**src/rtl/mem_port_arbiter.sv**
```systemverilog
// Shares one single-port, fixed-latency memory between instruction fetch and
// data access. Data requests have priority, and a starvation counter bounds how long a fetch can wait.
module mem_port_arbiter #(
  parameter int AW         = 32,
  parameter int DW         = 32,
  parameter int LATENCY    = 2,
  parameter int STARVE_LIM = 4
) (
  input  logic          clock,
  input  logic          reset,
  input  logic          if_req,
  input  logic [AW-1:0] if_addr,
  output logic [DW-1:0] if_rdata,
  output logic          if_ready,
  input  logic          dm_req,
  input  logic          dm_we,
  input  logic [AW-1:0] dm_addr,
  input  logic [DW-1:0] dm_wdata,
  output logic [DW-1:0] dm_rdata,
  output logic          dm_ready,
  output logic          mem_en,
  output logic          mem_we,
  output logic [AW-1:0] mem_addr,
  output logic [DW-1:0] mem_wdata,
  input  logic [DW-1:0] mem_rdata
);

  localparam logic [3:0] LP_CNT_LOAD  = 4'(LATENCY - 1);
  localparam logic [3:0] LP_STARVE    = 4'(STARVE_LIM);
  localparam logic [3:0] LP_STARVE_MX = 4'hF;

  typedef enum logic [2:0] {
    IDLE,
    ISSUE_I,
    ISSUE_D,
    WAIT_I,
    WAIT_D
  } state_t;

  state_t        r_state;
  state_t        w_stateNext;
  logic [3:0]    r_cnt;
  logic [3:0]    w_cntNext;
  logic [3:0]    r_starve;
  logic [3:0]    w_starveNext;
  logic          w_grantI;
  logic          w_grantD;
  logic          r_memWe;
  logic [AW-1:0] r_memAddr;
  logic [DW-1:0] r_memWdata;

  always_comb begin
    w_stateNext  = r_state;
    w_cntNext    = r_cnt;
    w_starveNext = r_starve;
    w_grantI     = 1'b0;
    w_grantD     = 1'b0;
    mem_en       = 1'b0;
    if_ready     = 1'b0;
    dm_ready     = 1'b0;
    case (r_state)
      IDLE: begin
        // A fetch that has lost STARVE_LIM contentions in a row wins the next one.
        if (dm_req && if_req) begin
          if (r_starve >= LP_STARVE) begin
            w_grantI     = 1'b1;
            w_starveNext = 4'd0;
          end else begin
            w_grantD     = 1'b1;
            w_starveNext = (r_starve == LP_STARVE_MX) ? LP_STARVE_MX : r_starve + 4'd1;
          end
        end else if (dm_req) begin
          w_grantD = 1'b1;
        end else if (if_req) begin
          w_grantI     = 1'b1;
          w_starveNext = 4'd0;
        end
        if (w_grantI) begin
          w_stateNext = ISSUE_I;
        end else if (w_grantD) begin
          w_stateNext = ISSUE_D;
        end
      end
      ISSUE_I: begin
        mem_en      = 1'b1;
        w_cntNext   = LP_CNT_LOAD;
        w_stateNext = WAIT_I;
      end
      ISSUE_D: begin
        mem_en      = 1'b1;
        w_cntNext   = LP_CNT_LOAD;
        w_stateNext = WAIT_D;
      end
      WAIT_I: begin
        if (r_cnt == 4'd0) begin
          if_ready    = 1'b1;
          w_stateNext = IDLE;
        end else begin
          w_cntNext = r_cnt - 4'd1;
        end
      end
      WAIT_D: begin
        if (r_cnt == 4'd0) begin
          dm_ready    = 1'b1;
          w_stateNext = IDLE;
        end else begin
          w_cntNext = r_cnt - 4'd1;
        end
      end
      default: begin
        w_stateNext = IDLE;
      end
    endcase
  end

  always_ff @(posedge clock) begin
    if (reset) begin
      r_state    <= IDLE;
      r_cnt      <= 4'd0;
      r_starve   <= 4'd0;
      r_memWe    <= 1'b0;
      r_memAddr  <= '0;
      r_memWdata <= '0;
    end else begin
      r_state  <= w_stateNext;
      r_cnt    <= w_cntNext;
      r_starve <= w_starveNext;
      // Command fields are captured once at grant and held for the whole access.
      if (w_grantD) begin
        r_memWe    <= dm_we;
        r_memAddr  <= dm_addr;
        r_memWdata <= dm_wdata;
      end else if (w_grantI) begin
        r_memWe    <= 1'b0;
        r_memAddr  <= if_addr;
        r_memWdata <= '0;
      end
    end
  end

  assign mem_we    = r_memWe;
  assign mem_addr  = r_memAddr;
  assign mem_wdata = r_memWdata;
  assign if_rdata  = if_ready ? mem_rdata : '0;
  assign dm_rdata  = (dm_ready && !r_memWe) ? mem_rdata : '0;

endmodule

```
**config.mk**
```make
export PLATFORM = sky130hd
export DESIGN_NAME = mem_port_arbiter
export DESIGN_NICKNAME = d
export VERILOG_FILES = /design/src/rtl/mem_port_arbiter.sv
export SDC_FILE = /design/constraint.sdc
export NUM_CORES = 1
export LEC_CHECK = 0
export CAP_MARGIN = 20
export CORE_UTILIZATION = 40
export CTS_CLUSTER_DIAMETER = 60
export DETAILED_ROUTE_END_ITERATION = 8
export DONT_BUFFER_PORTS = 1
export GPL_TIMING_DRIVEN = 0
export HOLD_SLACK_MARGIN = 0.12
export PLACE_DENSITY = 0.6
export SYNTH_ARGS = -nofsm -noshare
export SYNTH_HDL_FRONTEND = slang
export SYNTH_SLANG_ARGS = --single-unit
export TNS_END_PERCENT = 100
```
**constraint.sdc**
```tcl
create_clock -name clock -period 2.7 [get_ports clock]
set_clock_uncertainty 0.1 [all_clocks]
set_input_delay 0.81 -clock clock [delete_from_list [all_inputs] [get_ports clock]]
set_output_delay 0.81 -clock clock [all_outputs]
set_load 0.005 [all_outputs]
```
==> results of run 1 <==
-- final cells by class --
class,instances,area (um2),area share (%)
multi-input cells,348,2630,51.9
flip-flops and latches,76,1530,30.1
clock inverters,6,63.8,1.26
repair buffers,16,194,3.82
clock buffers,10,138,2.71
plain buffers,62,335,6.61
inverters,4,15.0,0.296
well taps,136,170,3.35
-- worst min-delay path, stage by stage, from the launching register on --
cell                      delay, ns
sky130_fd_sc_hd__dfxtp_1       0.32
sky130_fd_sc_hd__nand2_1       0.05
sky130_fd_sc_hd__a21oi_1       0.05
-- path summary, 6_finish.rpt --
path / to / slack [ns] / cells past startpoint
setup reg to reg: mem_addr[25] / 0.65 / 5
setup / recovery: dm_rdata[16] / -0.09 / 7
hold reg to reg: r_starve[1] / 0.37 / 2
hold / removal: r_starve[1] / 0.37 / 2
-- layout by cell type (no fill, tap or decap), types with 2 or more instances in the layout --
cell	instances
sky130_fd_sc_hd__a211oi_1	3
sky130_fd_sc_hd__a21oi_1	38
sky130_fd_sc_hd__a31oi_1	32
sky130_fd_sc_hd__and2_4	64
sky130_fd_sc_hd__buf_12	2
sky130_fd_sc_hd__buf_2	5
sky130_fd_sc_hd__buf_4	8
sky130_fd_sc_hd__buf_6	5
sky130_fd_sc_hd__buf_8	7
sky130_fd_sc_hd__clkbuf_1	47
sky130_fd_sc_hd__clkbuf_8	13
sky130_fd_sc_hd__clkinv_2	2
sky130_fd_sc_hd__clkinvlp_4	2
sky130_fd_sc_hd__dfxtp_1	73
sky130_fd_sc_hd__dfxtp_2	3
sky130_fd_sc_hd__ha_1	2
sky130_fd_sc_hd__inv_1	2
sky130_fd_sc_hd__inv_2	2
sky130_fd_sc_hd__mux2i_1	2
sky130_fd_sc_hd__nand2_1	5
sky130_fd_sc_hd__nand2b_1	2
sky130_fd_sc_hd__nand3b_1	2
sky130_fd_sc_hd__nand4_1	35
sky130_fd_sc_hd__nor2_1	4
sky130_fd_sc_hd__nor3b_1	34
sky130_fd_sc_hd__o211ai_1	2
sky130_fd_sc_hd__o21ai_0	17
sky130_fd_sc_hd__o21ai_1	51
sky130_fd_sc_hd__o32ai_1	3
sky130_fd_sc_hd__o32ai_2	30
sky130_fd_sc_hd__or3_1	4
sky130_fd_sc_hd__or3b_1	2
sky130_fd_sc_hd__or3b_4	2
-- logic make-up after synthesis --
kind of cell             synth area share (%)
AO/OA/AOI/OAI                            31.2
XOR/XNOR                                0.206
adder cells (fa/ha/maj)                 0.882
buffers and inverters                    6.94
flip-flops                               35.7
multiplexers                            0.470
AND/OR/NAND/NOR                          24.5
-- power by group through the flow --
stage	clock network (mW)	logic (mW)	registers [mW]
after floorplan	0	0.612	1.35
after global placement	0	0.757	1.38
after detailed placement	0	0.776	1.38
after CTS	0.920	0.850	1.36
after global routing	0.967	0.961	1.38
final	0.899	0.875	1.37
-- metal layers --
metal / up-vias / GRT usage, % / share of wire (%)
li1: 1900 / - / -
met1: 2006 / 30.5 / 40
met2: 197 / 41.6 / 50
met3: 26 / 6.55 / 7.2
met4: 0 / 11.3 / 2.8
met5: - / 0 / 0
-- flip-flops by register name (all words and copies together), names as in the netlist --
name and cells:
r_state 3, mem_we 1, r_starve 4, mem_addr 32, mem_wdata 32, r_cnt 4
-- repair_timing --
| action | in CTS | in global routing |
|---|---|---|
| pin swaps | 47 | 14 |
| cloned | 5 | 1 |
| resized for setup | 79 | 28 |
| buffers inserted | 7 | 3 |
| setup endpoints to repair | 65 | 65 |
-- per-stage QoR --
step	total power, mW	cells	cell area, um2
2_1_floorplan	1.96	493	4260
3_3_place_gp	2.14	629	4430
3_5_place_dp	2.16	629	4430
4_1_cts	3.13	654	4950
5_1_grt	3.31	658	5070
6_report	3.14	658	5070
==> impl_results.html, run 1 <==
<table>
<tr><th>Metric</th><th>Value</th></tr>
<tr><th colspan="2">Setup path</th></tr>
<tr><td>Crit path launch</td><td>r_cnt[0]</td></tr>
<tr><td>Crit path buf inv count</td><td>3</td></tr>
<tr><td>Worst setup SP type</td><td>flop</td></tr>
<tr><td>R2r startpoint</td><td>r_starve[3]</td></tr>
<tr><td>Top cell family by delay on the critical path</td><td>simple AND/OR/NAND/NOR gates</td></tr>
<tr><td>Longest individual stage delay on the worst path</td><td>0.41 ns</td></tr>
<tr><td>Crit end category</td><td>output port</td></tr>
<tr><td>Arrival time worst endpoint</td><td>1.88 ns</td></tr>
<tr><td>Worst path slowest cell</td><td>sky130_fd_sc_hd__or3b_4</td></tr>
<tr><td>Crit path cell chain</td><td>inv_2, ha_4, or3b_4, nor3_4, buf_12, buf_4, and2_4</td></tr>
<tr><td>Data required, critical path</td><td>1.79 ns</td></tr>
<tr><td>Path type of the worst setup path</td><td>flop to output port</td></tr>
<tr><td>Maximum net fanout on the critical path</td><td>7</td></tr>
<tr><th colspan="2">Placed design</th></tr>
<tr><td>Half-perimeter wire length of the detailed placement result</td><td>10400 um</td></tr>
<tr><td>Final RePlAce weighted congestion</td><td>0.807</td></tr>
<tr><td>Count of input and output buffers</td><td>0</td></tr>
<tr><td>Pre-CTS setup slack</td><td>-0.313 ns</td></tr>
<tr><th colspan="2">GRT</th></tr>
<tr><td>Number of global-route vias before repair</td><td>4090</td></tr>
<tr><td>Gr usage total</td><td>25.1%</td></tr>
<tr><td>Largest net degree at the start of global routing</td><td>14</td></tr>
<tr><td>Antenna violations before repair</td><td>0</td></tr>
<tr><td>Sum of overflow across all layers after global routing</td><td>0</td></tr>
<tr><td>Global-route wire length before repair</td><td>21800 um</td></tr>
<tr><th colspan="2">STA</th></tr>
<tr><td>Shortest clock period the worst path allows after layout</td><td>2.79 ns</td></tr>
<tr><td>Share of the clock period used by the worst path</td><td>104%</td></tr>
<tr><td>Worst slack on hold paths</td><td>0.369 ns</td></tr>
<tr><td>Final Max Slew Viols</td><td>0</td></tr>
<tr><td>Total count of hold-check failures in the final report</td><td>0</td></tr>
<tr><td>Worst slew pin tran</td><td>0.723 ns</td></tr>
<tr><td>Setup Total Neg Slack</td><td>-2.44 ns</td></tr>
<tr><td>Max transition margin</td><td>51.8%</td></tr>
<tr><td>Final count of negative-setup-slack endpoints</td><td>42</td></tr>
<tr><td>Worst Slack Setup Final</td><td>-0.0949 ns</td></tr>
<tr><td>RSZ-0062 raised after global routing</td><td>true</td></tr>
<tr><td>Maximum clock frequency</td><td>358 MHz</td></tr>
<tr><th colspan="2">Routing</th></tr>
<tr><td>Routed Antenna Nets</td><td>0</td></tr>
<tr><td>DRC violation count after routing</td><td>0</td></tr>
<tr><td>Initial detailed-routing violation count</td><td>236</td></tr>
<tr><td>Drt wl/cell</td><td>22.0 um</td></tr>
<tr><td>Total iterations of the first detailed-routing run</td><td>4</td></tr>
<tr><td>Total via count in the routed design</td><td>4129</td></tr>
<tr><td>Via density per instance</td><td>6.28</td></tr>
<tr><td>Total routed wirelength</td><td>14500 um</td></tr>
<tr><th colspan="2">Logic synthesis</th></tr>
<tr><td>Most used flip-flop cell after synthesis</td><td>sky130_fd_sc_hd__dfxtp_1</td></tr>
<tr><td>Post-synthesis instance total</td><td>493</td></tr>
<tr><td>Post-synth design cell area</td><td>4260 um2</td></tr>
<tr><td>Syn Area/Cell</td><td>8.63 um2</td></tr>
<tr><td>Top-area cell type share of the netlist area</td><td>35.7%</td></tr>
<tr><td>Net count after synthesis</td><td>629</td></tr>
<tr><td>Synth warn</td><td>0</td></tr>
<tr><td>Top-count cell post-synth</td><td>sky130_fd_sc_hd__dfxtp_1</td></tr>
<tr><td>Commonest cells in the netlist</td><td>sky130_fd_sc_hd__dfxtp_1, sky130_fd_sc_hd__and2_1, sky130_fd_sc_hd__clkbuf_1</td></tr>
<tr><td>Register bit total from synthesis</td><td>76</td></tr>
<tr><td>Sequential element share of the synthesized area</td><td>35.7%</td></tr>
<tr><td>Number of enable flip-flop cells after synthesis</td><td>0</td></tr>
<tr><td>Distinct cells, synth</td><td>35</td></tr>
<tr><td>Post-synth top area cell</td><td>sky130_fd_sc_hd__dfxtp_1</td></tr>
<tr><td>Synth async-reset ratio</td><td>0%</td></tr>
<tr><td>Leading post-synthesis cells by cell area</td><td>sky130_fd_sc_hd__dfxtp_1, sky130_fd_sc_hd__o32ai_2, sky130_fd_sc_hd__and2_1, sky130_fd_sc_hd__o21ai_1, sky130_fd_sc_hd__nor3b_1</td></tr>
<tr><th colspan="2">Finish</th></tr>
<tr><td>Share of layout cells above drive strength 1</td><td>29.1%</td></tr>
<tr><td>Area growth from synthesis to layout</td><td>19.2%</td></tr>
<tr><td>Post-layout utilization of the core</td><td>49.1%</td></tr>
<tr><td>Final antenna diode count</td><td>0</td></tr>
<tr><td>Filler Cell Count</td><td>973</td></tr>
<tr><td>Number of nets in the final layout</td><td>653</td></tr>
<tr><th colspan="2">Power</th></tr>
<tr><td>Sw Share</td><td>34.0%</td></tr>
<tr><td>Part of the total power dissipated in the clock network</td><td>28.6%</td></tr>
<tr><td>Leakage power figure</td><td>1.72 nW</td></tr>
<tr><td>IR drop worst, VDD</td><td>289 uV</td></tr>
<tr><td>Switching component of the power</td><td>1.07 mW</td></tr>
<tr><td>Logic gate share of total power</td><td>27.9%</td></tr>
<tr><td>Design internal power</td><td>2.07 mW</td></tr>
<tr><td>Proportion of power drawn by flip-flops and latches</td><td>43.5%</td></tr>
<tr><td>Pwr Density</td><td>619 nW/um2</td></tr>
<tr><th colspan="2">Clocking</th></tr>
<tr><td>Buffer cell driving the clock tree root</td><td>sky130_fd_sc_hd__clkbuf_8</td></tr>
<tr><td>Clock tree from TritonCTS</td><td>yes</td></tr>
<tr><td>Longest Clk Path Bufs</td><td>2</td></tr>
<tr><td>Insertion delay to the later sink of the worst-skew pair</td><td>0.35 ns</td></tr>
<tr><td>H-tree lvl count</td><td>3</td></tr>
<tr><td>Worst-path clk slew</td><td>0.08 ns</td></tr>
<tr><td>Total clock sinks</td><td>76</td></tr>
<tr><td>Inserted Clock Buffers</td><td>9</td></tr>
<tr><td>CTS Hold Bufs</td><td>0</td></tr>
<tr><th colspan="2">Status</th></tr>
<tr><td>Status</td><td>finished, violations left</td></tr>
<tr><td>Violated checks</td><td>setup timing</td></tr>
<tr><th colspan="2">Die</th></tr>
<tr><td>Die Span Y</td><td>105 um</td></tr>
<tr><td>Row count</td><td>37</td></tr>
<tr><td>Die footprint</td><td>11100 um2</td></tr>
<tr><td>Number of ports placed on the die boundary</td><td>265</td></tr>
<tr><td>X dimension of the die</td><td>105 um</td></tr>
<tr><td>Core box area</td><td>10300 um2</td></tr>
<tr><td>Effective utilization at floorplan</td><td>41.2%</td></tr>
<tr><th colspan="2">Run</th></tr>
<tr><td>Max-capacitance violation count</td><td>0</td></tr>
<tr><th colspan="2">Min path</th></tr>
<tr><td>Startpoint of the most critical hold path</td><td>r_starve[1]</td></tr>
<tr><td>Worst min path class</td><td>flop to flop</td></tr>
</table>
No activity file was read; power rests on OpenSTA's default activity.
==> inputs of run 2 (changes only) <==
- CAP_MARGIN: 20 -> default
- CORE_AREA: default -> 2 2 103 105
- CORE_UTILIZATION: 40 -> default
- DIE_AREA: default -> 0 0 105 107
- PLACE_DENSITY: 0.6 -> 0.63
==> run 2 against run 1 <==
Effect of this change:
- power fell by 1.3%
- register-to-register slack got worse by 0.12 ns
- combinational power up 2%
- global-route usage down 0.20 points
- count of clock-buffer cells in the layout rose by 2
- sequential share of layout area is 0.37 points higher
- sequential power barely moved
- the run still ends with setup timing left
- utilization up 0.48 points
==> impl_results.html, run 2 (synthesis results as in run 1) <==
<table>
<tr><th>Metric</th><th>Value</th></tr>
<tr><th colspan="2">Routing</th></tr>
<tr><td>Total via count in the routed design</td><td>4215</td></tr>
<tr><td>Total routed wirelength</td><td>14900 um</td></tr>
<tr><td>Via density per instance</td><td>6.41</td></tr>
<tr><td>Initial detailed-routing violation count</td><td>262</td></tr>
<tr><td>Total iterations of the first detailed-routing run</td><td>5</td></tr>
<tr><td>Drt wl/cell</td><td>22.6 um</td></tr>
<tr><td>Routed Antenna Nets</td><td>0</td></tr>
<tr><td>DRC violation count after routing</td><td>0</td></tr>
<tr><th colspan="2">Clocking</th></tr>
<tr><td>H-tree lvl count</td><td>3</td></tr>
<tr><td>CTS Hold Bufs</td><td>0</td></tr>
<tr><td>Worst-path clk slew</td><td>0.08 ns</td></tr>
<tr><td>Insertion delay to the later sink of the worst-skew pair</td><td>0.36 ns</td></tr>
<tr><td>Longest Clk Path Bufs</td><td>2</td></tr>
<tr><td>Inserted Clock Buffers</td><td>9</td></tr>
<tr><td>Total clock sinks</td><td>76</td></tr>
<tr><td>Clock tree from TritonCTS</td><td>yes</td></tr>
<tr><td>Buffer cell driving the clock tree root</td><td>sky130_fd_sc_hd__clkbuf_8</td></tr>
<tr><th colspan="2">Placed design</th></tr>
<tr><td>Final RePlAce weighted congestion</td><td>0.804</td></tr>
<tr><td>Count of input and output buffers</td><td>0</td></tr>
<tr><td>Placed inst area</td><td>4430 um2</td></tr>
<tr><td>Half-perimeter wire length of the detailed placement result</td><td>10800 um</td></tr>
<tr><td>Pre-CTS setup slack</td><td>-0.227 ns</td></tr>
<tr><th colspan="2">STA</th></tr>
<tr><td>Total count of hold-check failures in the final report</td><td>0</td></tr>
<tr><td>Share of the clock period used by the worst path</td><td>104%</td></tr>
<tr><td>Worst Slack Setup Final</td><td>-0.105 ns</td></tr>
<tr><td>Final count of negative-setup-slack endpoints</td><td>57</td></tr>
<tr><td>Max transition margin</td><td>51.1%</td></tr>
<tr><td>Shortest clock period the worst path allows after layout</td><td>2.81 ns</td></tr>
<tr><td>Final Max Slew Viols</td><td>0</td></tr>
<tr><td>Maximum clock frequency</td><td>356 MHz</td></tr>
<tr><td>RSZ-0062 raised after global routing</td><td>true</td></tr>
<tr><td>Setup Total Neg Slack</td><td>-4.02 ns</td></tr>
<tr><td>Worst slew pin tran</td><td>0.734 ns</td></tr>
<tr><th colspan="2">Setup path</th></tr>
<tr><td>Worst setup SP type</td><td>flop</td></tr>
<tr><td>Maximum net fanout on the critical path</td><td>8</td></tr>
<tr><td>Data required, critical path</td><td>1.79 ns</td></tr>
<tr><td>Path type of the worst setup path</td><td>flop to output port</td></tr>
<tr><td>Arrival time worst endpoint</td><td>1.90 ns</td></tr>
<tr><td>Crit end category</td><td>output port</td></tr>
<tr><td>FF-to-FF setup slack</td><td>0.53 ns</td></tr>
<tr><th colspan="2">GRT</th></tr>
<tr><td>Gr busiest metal</td><td>met2</td></tr>
<tr><td>Largest net degree at the start of global routing</td><td>13</td></tr>
<tr><td>Gr usage total</td><td>24.9%</td></tr>
<tr><td>Antenna violations before repair</td><td>0</td></tr>
<tr><td>Met2 Use GR</td><td>42.5%</td></tr>
<tr><td>Sum of overflow across all layers after global routing</td><td>0</td></tr>
<tr><td>GR Layer Usage met3</td><td>6.26%</td></tr>
<tr><td>Met1 capacity usage during global routing</td><td>28.9%</td></tr>
<tr><td>Global-route wire length before repair</td><td>21900 um</td></tr>
<tr><td>Number of global-route vias before repair</td><td>4040</td></tr>
<tr><th colspan="2">Die</th></tr>
<tr><td>Number of ports placed on the die boundary</td><td>265</td></tr>
<tr><td>Core box area</td><td>10100 um2</td></tr>
<tr><td>Die Span Y</td><td>107 um</td></tr>
<tr><td>Row count</td><td>37</td></tr>
<tr><td>Die footprint</td><td>11200 um2</td></tr>
<tr><td>Effective utilization at floorplan</td><td>42.2%</td></tr>
<tr><td>X dimension of the die</td><td>105 um</td></tr>
<tr><th colspan="2">Finish</th></tr>
<tr><td>Area growth from synthesis to layout</td><td>17.6%</td></tr>
<tr><td>Non-Filler Cell Area, Final</td><td>5010 um2</td></tr>
<tr><td>Share of layout cells above drive strength 1</td><td>27.2%</td></tr>
<tr><td>Most common cell after layout, fill and taps aside</td><td>sky130_fd_sc_hd__dfxtp_1</td></tr>
<tr><td>Multi-input combinational cell area</td><td>2610 um2</td></tr>
<tr><td>Filler Cell Count</td><td>938</td></tr>
<tr><td>Final antenna diode count</td><td>0</td></tr>
<tr><td>Register area</td><td>1520 um2</td></tr>
<tr><td>Number of nets in the final layout</td><td>653</td></tr>
<tr><td>Leading cell types in the layout, fill and taps excluded</td><td>sky130_fd_sc_hd__dfxtp_1, sky130_fd_sc_hd__and2_4, sky130_fd_sc_hd__o21ai_1</td></tr>
<tr><th colspan="2">Min path</th></tr>
<tr><td>Worst min path class</td><td>flop to flop</td></tr>
<tr><th colspan="2">Power</th></tr>
<tr><td>Leakage power figure</td><td>1.70 nW</td></tr>
<tr><td>IR drop worst, VDD</td><td>279 uV</td></tr>
<tr><td>Pwr Density</td><td>619 nW/um2</td></tr>
<tr><th colspan="2">Status</th></tr>
<tr><td>Status</td><td>finished, violations left</td></tr>
<tr><td>Violated checks</td><td>setup timing</td></tr>
<tr><th colspan="2">Run</th></tr>
<tr><td>Max-capacitance violation count</td><td>0</td></tr>
</table>
==> run 2: cell types whose count changed in the layout (fill, tap and decap cells not counted), sizes merged <==
cell,delta
clkbuf,-1
buf,+3
bufinv,-1
clkinvlp,-1
==> run 2: critical path, cell delays in order (launching register included) <==
cell and delay (ns):
sky130_fd_sc_hd__dfxtp_2 0.33, sky130_fd_sc_hd__inv_2 0.07, sky130_fd_sc_hd__ha_4 0.13, sky130_fd_sc_hd__or3b_4 0.42
sky130_fd_sc_hd__nor3_4 0.17, sky130_fd_sc_hd__buf_12 0.16, sky130_fd_sc_hd__buf_8 0.10, sky130_fd_sc_hd__and2_4 0.16
==> run 2: per-layer routing <==
layer	share of wire (%)	wire length [um]
met2	50	7500
met1	38	5660
met5	0	0
met4	3.8	570
met3	7.6	1140
==> run 2: through the flow <==
step	utilization [%]	hold WS (ns)	std cells	power [mW]
after floorplan	-	0.336	493	1.96
after global routing	49.6	0.410	658	3.25
after global placement	43.9	0.345	629	2.14
final	49.6	0.384	658	3.10
after CTS	48.9	0.386	658	3.08
after detailed placement	43.9	0.371	629	2.16
==> run 2: timing repair <==
action	in CTS	in global routing
pin swaps	35	22
resized for setup	66	36
setup buffers	11	1
setup endpoints to repair	65	65
cloned	5	0
==> run 2: power breakdown <==
part | leakage (nW) | switching [mW] | total (mW) | internal [mW]
Combinational | 0.975 | 0.514 | 0.890 | 0.376
Clock | 0.0982 | 0.438 | 0.842 | 0.405
Sequential | 0.624 | 0.114 | 1.37 | 1.25
==> run 2: final cells by class <==
type                    count  area share [%]
flip-flops and latches     76            30.4
inverters                   4           0.300
repair buffers             16            3.32
multi-input cells         348            52.1
well taps                 136            3.40
clock inverters             4           0.450
plain buffers              62            6.70
clock buffers              12            3.30
==> run 2: worst paths after layout <==
| kind | startpoint | to | cells past startpoint |
|---|---|---|---|
| setup / recovery | r_cnt[1] | dm_rdata[11] | 7 |
| hold / removal | r_starve[0] | r_starve[0] | 2 |
| setup reg to reg | r_starve[3] | mem_addr[27] | 5 |
| hold reg to reg | r_starve[0] | r_starve[0] | 2 |
==> inputs of run 3 (changes only) <==
- ABC_AREA: default -> 1
- PLACE_DENSITY: 0.63 -> 0.58
- REMOVE_ABC_BUFFERS: default -> 1
==> run 3 against run 2 <==
Effect of this change:
- area after synthesis shrank 10%
- non-clock buffer count shrank 68
- utilization decreased by 7.2 points
- fmax is 6.6% higher
- critical endpoint is now if_rdata[22]
- largest power group unchanged
- critical path type unchanged
- cell count up 14%
- first-iteration DRC count shrank 34%
- setup slack improved by 0.17 ns
- the run now ends clean
==> impl_results.html, run 3 <==
<table>
<tr><th>Metric</th><th>Value</th></tr>
<tr><th colspan="2">Status</th></tr>
<tr><td>Status</td><td>complete, no violations</td></tr>
<tr><th colspan="2">Logic synthesis</th></tr>
<tr><td>Post-synthesis instance total</td><td>616</td></tr>
<tr><td>Distinct cells, synth</td><td>21</td></tr>
<tr><td>Synth async-reset ratio</td><td>0%</td></tr>
<tr><td>Register bit total from synthesis</td><td>76</td></tr>
<tr><td>Top-area cell type share of the netlist area</td><td>39.7%</td></tr>
<tr><td>Leading post-synthesis cells by cell area</td><td>sky130_fd_sc_hd__dfxtp_1, sky130_fd_sc_hd__nand2_1, sky130_fd_sc_hd__inv_1, sky130_fd_sc_hd__a21oi_1, sky130_fd_sc_hd__nor2_1</td></tr>
<tr><td>Commonest cells in the netlist</td><td>sky130_fd_sc_hd__nand2_1, sky130_fd_sc_hd__inv_1, sky130_fd_sc_hd__dfxtp_1</td></tr>
<tr><td>Post-synth top area cell</td><td>sky130_fd_sc_hd__dfxtp_1</td></tr>
<tr><td>Synth warn</td><td>0</td></tr>
<tr><td>Sequential element share of the synthesized area</td><td>39.7%</td></tr>
<tr><td>Syn Area/Cell</td><td>6.22 um2</td></tr>
<tr><td>Number of enable flip-flop cells after synthesis</td><td>0</td></tr>
<tr><td>Post-synth design cell area</td><td>3830 um2</td></tr>
<tr><td>Top-count cell post-synth</td><td>sky130_fd_sc_hd__nand2_1</td></tr>
<tr><td>Most used flip-flop cell after synthesis</td><td>sky130_fd_sc_hd__dfxtp_1</td></tr>
<tr><th colspan="2">Finish</th></tr>
<tr><td>Most common cell after layout, fill and taps aside</td><td>sky130_fd_sc_hd__nand2_1</td></tr>
<tr><td>Number of non-filler instances in the completed layout</td><td>749</td></tr>
<tr><td>Share of layout cells above drive strength 1</td><td>10.3%</td></tr>
<tr><td>Post-layout utilization of the core</td><td>42.5%</td></tr>
<tr><td>Leading cell types in the layout, fill and taps excluded</td><td>sky130_fd_sc_hd__nand2_1, sky130_fd_sc_hd__inv_1, sky130_fd_sc_hd__dfxtp_1</td></tr>
<tr><td>Non-Filler Cell Area, Final</td><td>4290 um2</td></tr>
<tr><td>Number of nets in the final layout</td><td>741</td></tr>
<tr><td>Area growth from synthesis to layout</td><td>11.9%</td></tr>
<tr><th colspan="2">STA</th></tr>
<tr><td>Final Max Slew Viols</td><td>0</td></tr>
<tr><td>Share of the clock period used by the worst path</td><td>97.5%</td></tr>
<tr><td>Setup Total Neg Slack</td><td>0 ns</td></tr>
<tr><td>Worst Slack Setup Final</td><td>0.0673 ns</td></tr>
<tr><td>Worst slew pin tran</td><td>0.980 ns</td></tr>
<tr><td>RSZ-0062 raised after global routing</td><td>true</td></tr>
<tr><td>Max transition margin</td><td>34.6%</td></tr>
<tr><td>Worst slack on hold paths</td><td>0.369 ns</td></tr>
<tr><td>Total count of hold-check failures in the final report</td><td>0</td></tr>
<tr><td>Maximum clock frequency</td><td>380 MHz</td></tr>
<tr><td>Final count of negative-setup-slack endpoints</td><td>0</td></tr>
<tr><td>Shortest clock period the worst path allows after layout</td><td>2.63 ns</td></tr>
<tr><th colspan="2">Placed design</th></tr>
<tr><td>Number of cells after detailed placement</td><td>720</td></tr>
<tr><td>Count of input and output buffers</td><td>0</td></tr>
<tr><td>Final RePlAce weighted congestion</td><td>0.783</td></tr>
<tr><td>Pre-CTS setup slack</td><td>-0.220 ns</td></tr>
<tr><td>Placed inst area</td><td>3830 um2</td></tr>
<tr><td>Half-perimeter wire length of the detailed placement result</td><td>8620 um</td></tr>
<tr><th colspan="2">Setup path</th></tr>
<tr><td>FF-to-FF path depth</td><td>7</td></tr>
<tr><td>Maximum net fanout on the critical path</td><td>5</td></tr>
<tr><td>Crit path buf inv count</td><td>3</td></tr>
<tr><td>Data required, critical path</td><td>1.79 ns</td></tr>
<tr><td>Worst path slowest cell</td><td>sky130_fd_sc_hd__dfxtp_1</td></tr>
<tr><td>FF-to-FF setup slack</td><td>0.46 ns</td></tr>
<tr><td>CP most frequent cell</td><td>sky130_fd_sc_hd__nor2_4</td></tr>
<tr><td>Crit path cell chain</td><td>inv_2, ha_4, nand3_4, nor2_4, clkinvlp_4, clkbuf_16, nor2_4</td></tr>
<tr><td>Arrival time worst endpoint</td><td>1.72 ns</td></tr>
<tr><td>Worst setup SP type</td><td>flop</td></tr>
<tr><td>Top cell family by delay on the critical path</td><td>buffers and inverters</td></tr>
<tr><td>Longest individual stage delay on the worst path</td><td>0.32 ns</td></tr>
<tr><td>R2r startpoint</td><td>r_state[2]</td></tr>
<tr><td>Path type of the worst setup path</td><td>flop to output port</td></tr>
<tr><td>Endpoint of the worst-slack reg-to-reg timing path</td><td>mem_wdata[13]</td></tr>
<tr><td>Crit end category</td><td>output port</td></tr>
<tr><th colspan="2">Routing</th></tr>
<tr><td>Total routed wirelength</td><td>11500 um</td></tr>
<tr><td>Total iterations of the first detailed-routing run</td><td>4</td></tr>
<tr><td>Drt wl/cell</td><td>15.3 um</td></tr>
<tr><td>Wire length the detailed router placed on met1</td><td>4080 um</td></tr>
<tr><td>Routed Antenna Nets</td><td>0</td></tr>
<tr><td>Detail Route met3 WL</td><td>981 um</td></tr>
<tr><td>Total via count in the routed design</td><td>3734</td></tr>
<tr><td>DRC violation count after routing</td><td>0</td></tr>
<tr><td>Initial detailed-routing violation count</td><td>172</td></tr>
<tr><td>Met2 wire len</td><td>5940 um</td></tr>
<tr><td>Highest layer used for signal routing</td><td>met5</td></tr>
<tr><td>Via density per instance</td><td>4.99</td></tr>
<tr><th colspan="2">Die</th></tr>
<tr><td>Core box area</td><td>10100 um2</td></tr>
<tr><td>Effective utilization at floorplan</td><td>37.9%</td></tr>
<tr><td>Number of ports placed on the die boundary</td><td>265</td></tr>
<tr><td>X dimension of the die</td><td>105 um</td></tr>
<tr><td>Row count</td><td>37</td></tr>
<tr><td>Die Span Y</td><td>107 um</td></tr>
<tr><td>Die footprint</td><td>11200 um2</td></tr>
<tr><th colspan="2">Min path</th></tr>
<tr><td>Worst hold path cell count</td><td>2</td></tr>
<tr><td>Startpoint of the most critical hold path</td><td>r_starve[1]</td></tr>
<tr><td>Worst min path class</td><td>flop to flop</td></tr>
<tr><td>Endpoint of the worst hold path</td><td>r_starve[1]</td></tr>
<tr><th colspan="2">Power</th></tr>
<tr><td>Pwr Density</td><td>722 nW/um2</td></tr>
<tr><td>Total power draw</td><td>3.10 mW</td></tr>
<tr><td>Switching component of the power</td><td>1.11 mW</td></tr>
<tr><td>Part of the total power dissipated in the clock network</td><td>29.0%</td></tr>
<tr><td>Design internal power</td><td>1.98 mW</td></tr>
<tr><td>Proportion of power drawn by flip-flops and latches</td><td>46.9%</td></tr>
<tr><td>Logic gate share of total power</td><td>24.1%</td></tr>
<tr><td>IR drop worst, VDD</td><td>319 uV</td></tr>
<tr><td>Leakage power figure</td><td>2.16 nW</td></tr>
<tr><td>Sw Share</td><td>35.9%</td></tr>
<tr><th colspan="2">GRT</th></tr>
<tr><td>Antenna violations before repair</td><td>4</td></tr>
<tr><td>Global-route wire length before repair</td><td>16600 um</td></tr>
<tr><td>Gr usage total</td><td>19.3%</td></tr>
<tr><td>Largest net degree at the start of global routing</td><td>51</td></tr>
<tr><td>Number of global-route vias before repair</td><td>3303</td></tr>
<tr><td>Sum of overflow across all layers after global routing</td><td>0</td></tr>
<tr><th colspan="2">Clocking</th></tr>
<tr><td>Total clock sinks</td><td>76</td></tr>
<tr><td>Clock tree from TritonCTS</td><td>yes</td></tr>
<tr><td>H-tree lvl count</td><td>3</td></tr>
<tr><td>Inserted Clock Buffers</td><td>9</td></tr>
<tr><td>Worst-path clk slew</td><td>0.08 ns</td></tr>
<tr><td>Buffer cell driving the clock tree root</td><td>sky130_fd_sc_hd__clkbuf_8</td></tr>
<tr><td>Longest Clk Path Bufs</td><td>2</td></tr>
<tr><td>Insertion delay to the later sink of the worst-skew pair</td><td>0.35 ns</td></tr>
<tr><th colspan="2">Run</th></tr>
<tr><td>Max-capacitance violation count</td><td>0</td></tr>
</table>
==> run 3: cells by family (layout without fill, tap and decap cells) <==
kind of cell	Yosys count	after routing	share of synthesized area, %
AND/OR/NAND/NOR	277	277	28.0
buffers and inverters	149	143	16.4
AO/OA/AOI/OAI	110	110	14.6
flip-flops	76	76	39.7
adder cells (fa/ha/maj)	3	3	0.980
XOR/XNOR	1	1	0.229
other	0	3	0
==> run 3: worst min-delay path, delay by kind of cell (launching register included) <==
kind | cells | cell delay [ns]
AO/OA/AOI/OAI | 1 | 0.05
flip-flops | 1 | 0.32
AND/OR/NAND/NOR | 1 | 0.06
==> run 3: worst max path at each step <==
stage	from	endpoint	slack, ns	depth (start not counted)
2_1_floorplan	if_req	mem_wdata[0]	-0.15	5
5_1_grt	r_cnt[0]	if_rdata[22]	-0.03	7
4_1_cts	r_cnt[0]	if_rdata[5]	-0.01	7
3_3_place_gp	if_req	mem_wdata[30]	-0.93	5
3_5_place_dp	r_cnt[0]	dm_rdata[29]	-0.22	6
6_report	r_cnt[1]	if_rdata[22]	0.07	7
==> run 3: routing by layer <==
layer,vias to the layer above,track usage [%]
met5,-,0
met4,2,12.1
met3,28,6.81
met2,176,34.8
met1,1695,18.7
li1,1833,-
==> run 3: cell type report <==
| class | count | area [um2] |
|---|---|---|
| inverters | 116 | 444 |
| clock inverters | 7 | 81.3 |
| well taps | 136 | 170 |
| diodes | 3 | 7.51 |
| clock buffers | 9 | 124 |
| multi-input cells | 391 | 1810 |
| flip-flops and latches | 76 | 1520 |
| repair inverters | 1 | 7.51 |
| fillers | 1071 | 5810 |
| repair buffers | 10 | 121 |
==> run 3: timing repair <==
action                     4_1_cts  5_1_grt
hold buffers                     0        0
gates cloned                     1        1
setup endpoints to repair       64       64
setup buffers                    4        4
pin swaps                        2        1
gates resized for setup         20       21
==> run 3: power by group through the flow <==
stage	clock [mW]	sequential [mW]	combinational [mW]
finish	0.897	1.45	0.746
global route	0.981	1.47	0.855
CTS	0.933	1.45	0.714
detailed placement	0	1.47	0.690
global placement	0	1.47	0.642
floorplan	0	1.42	0.517
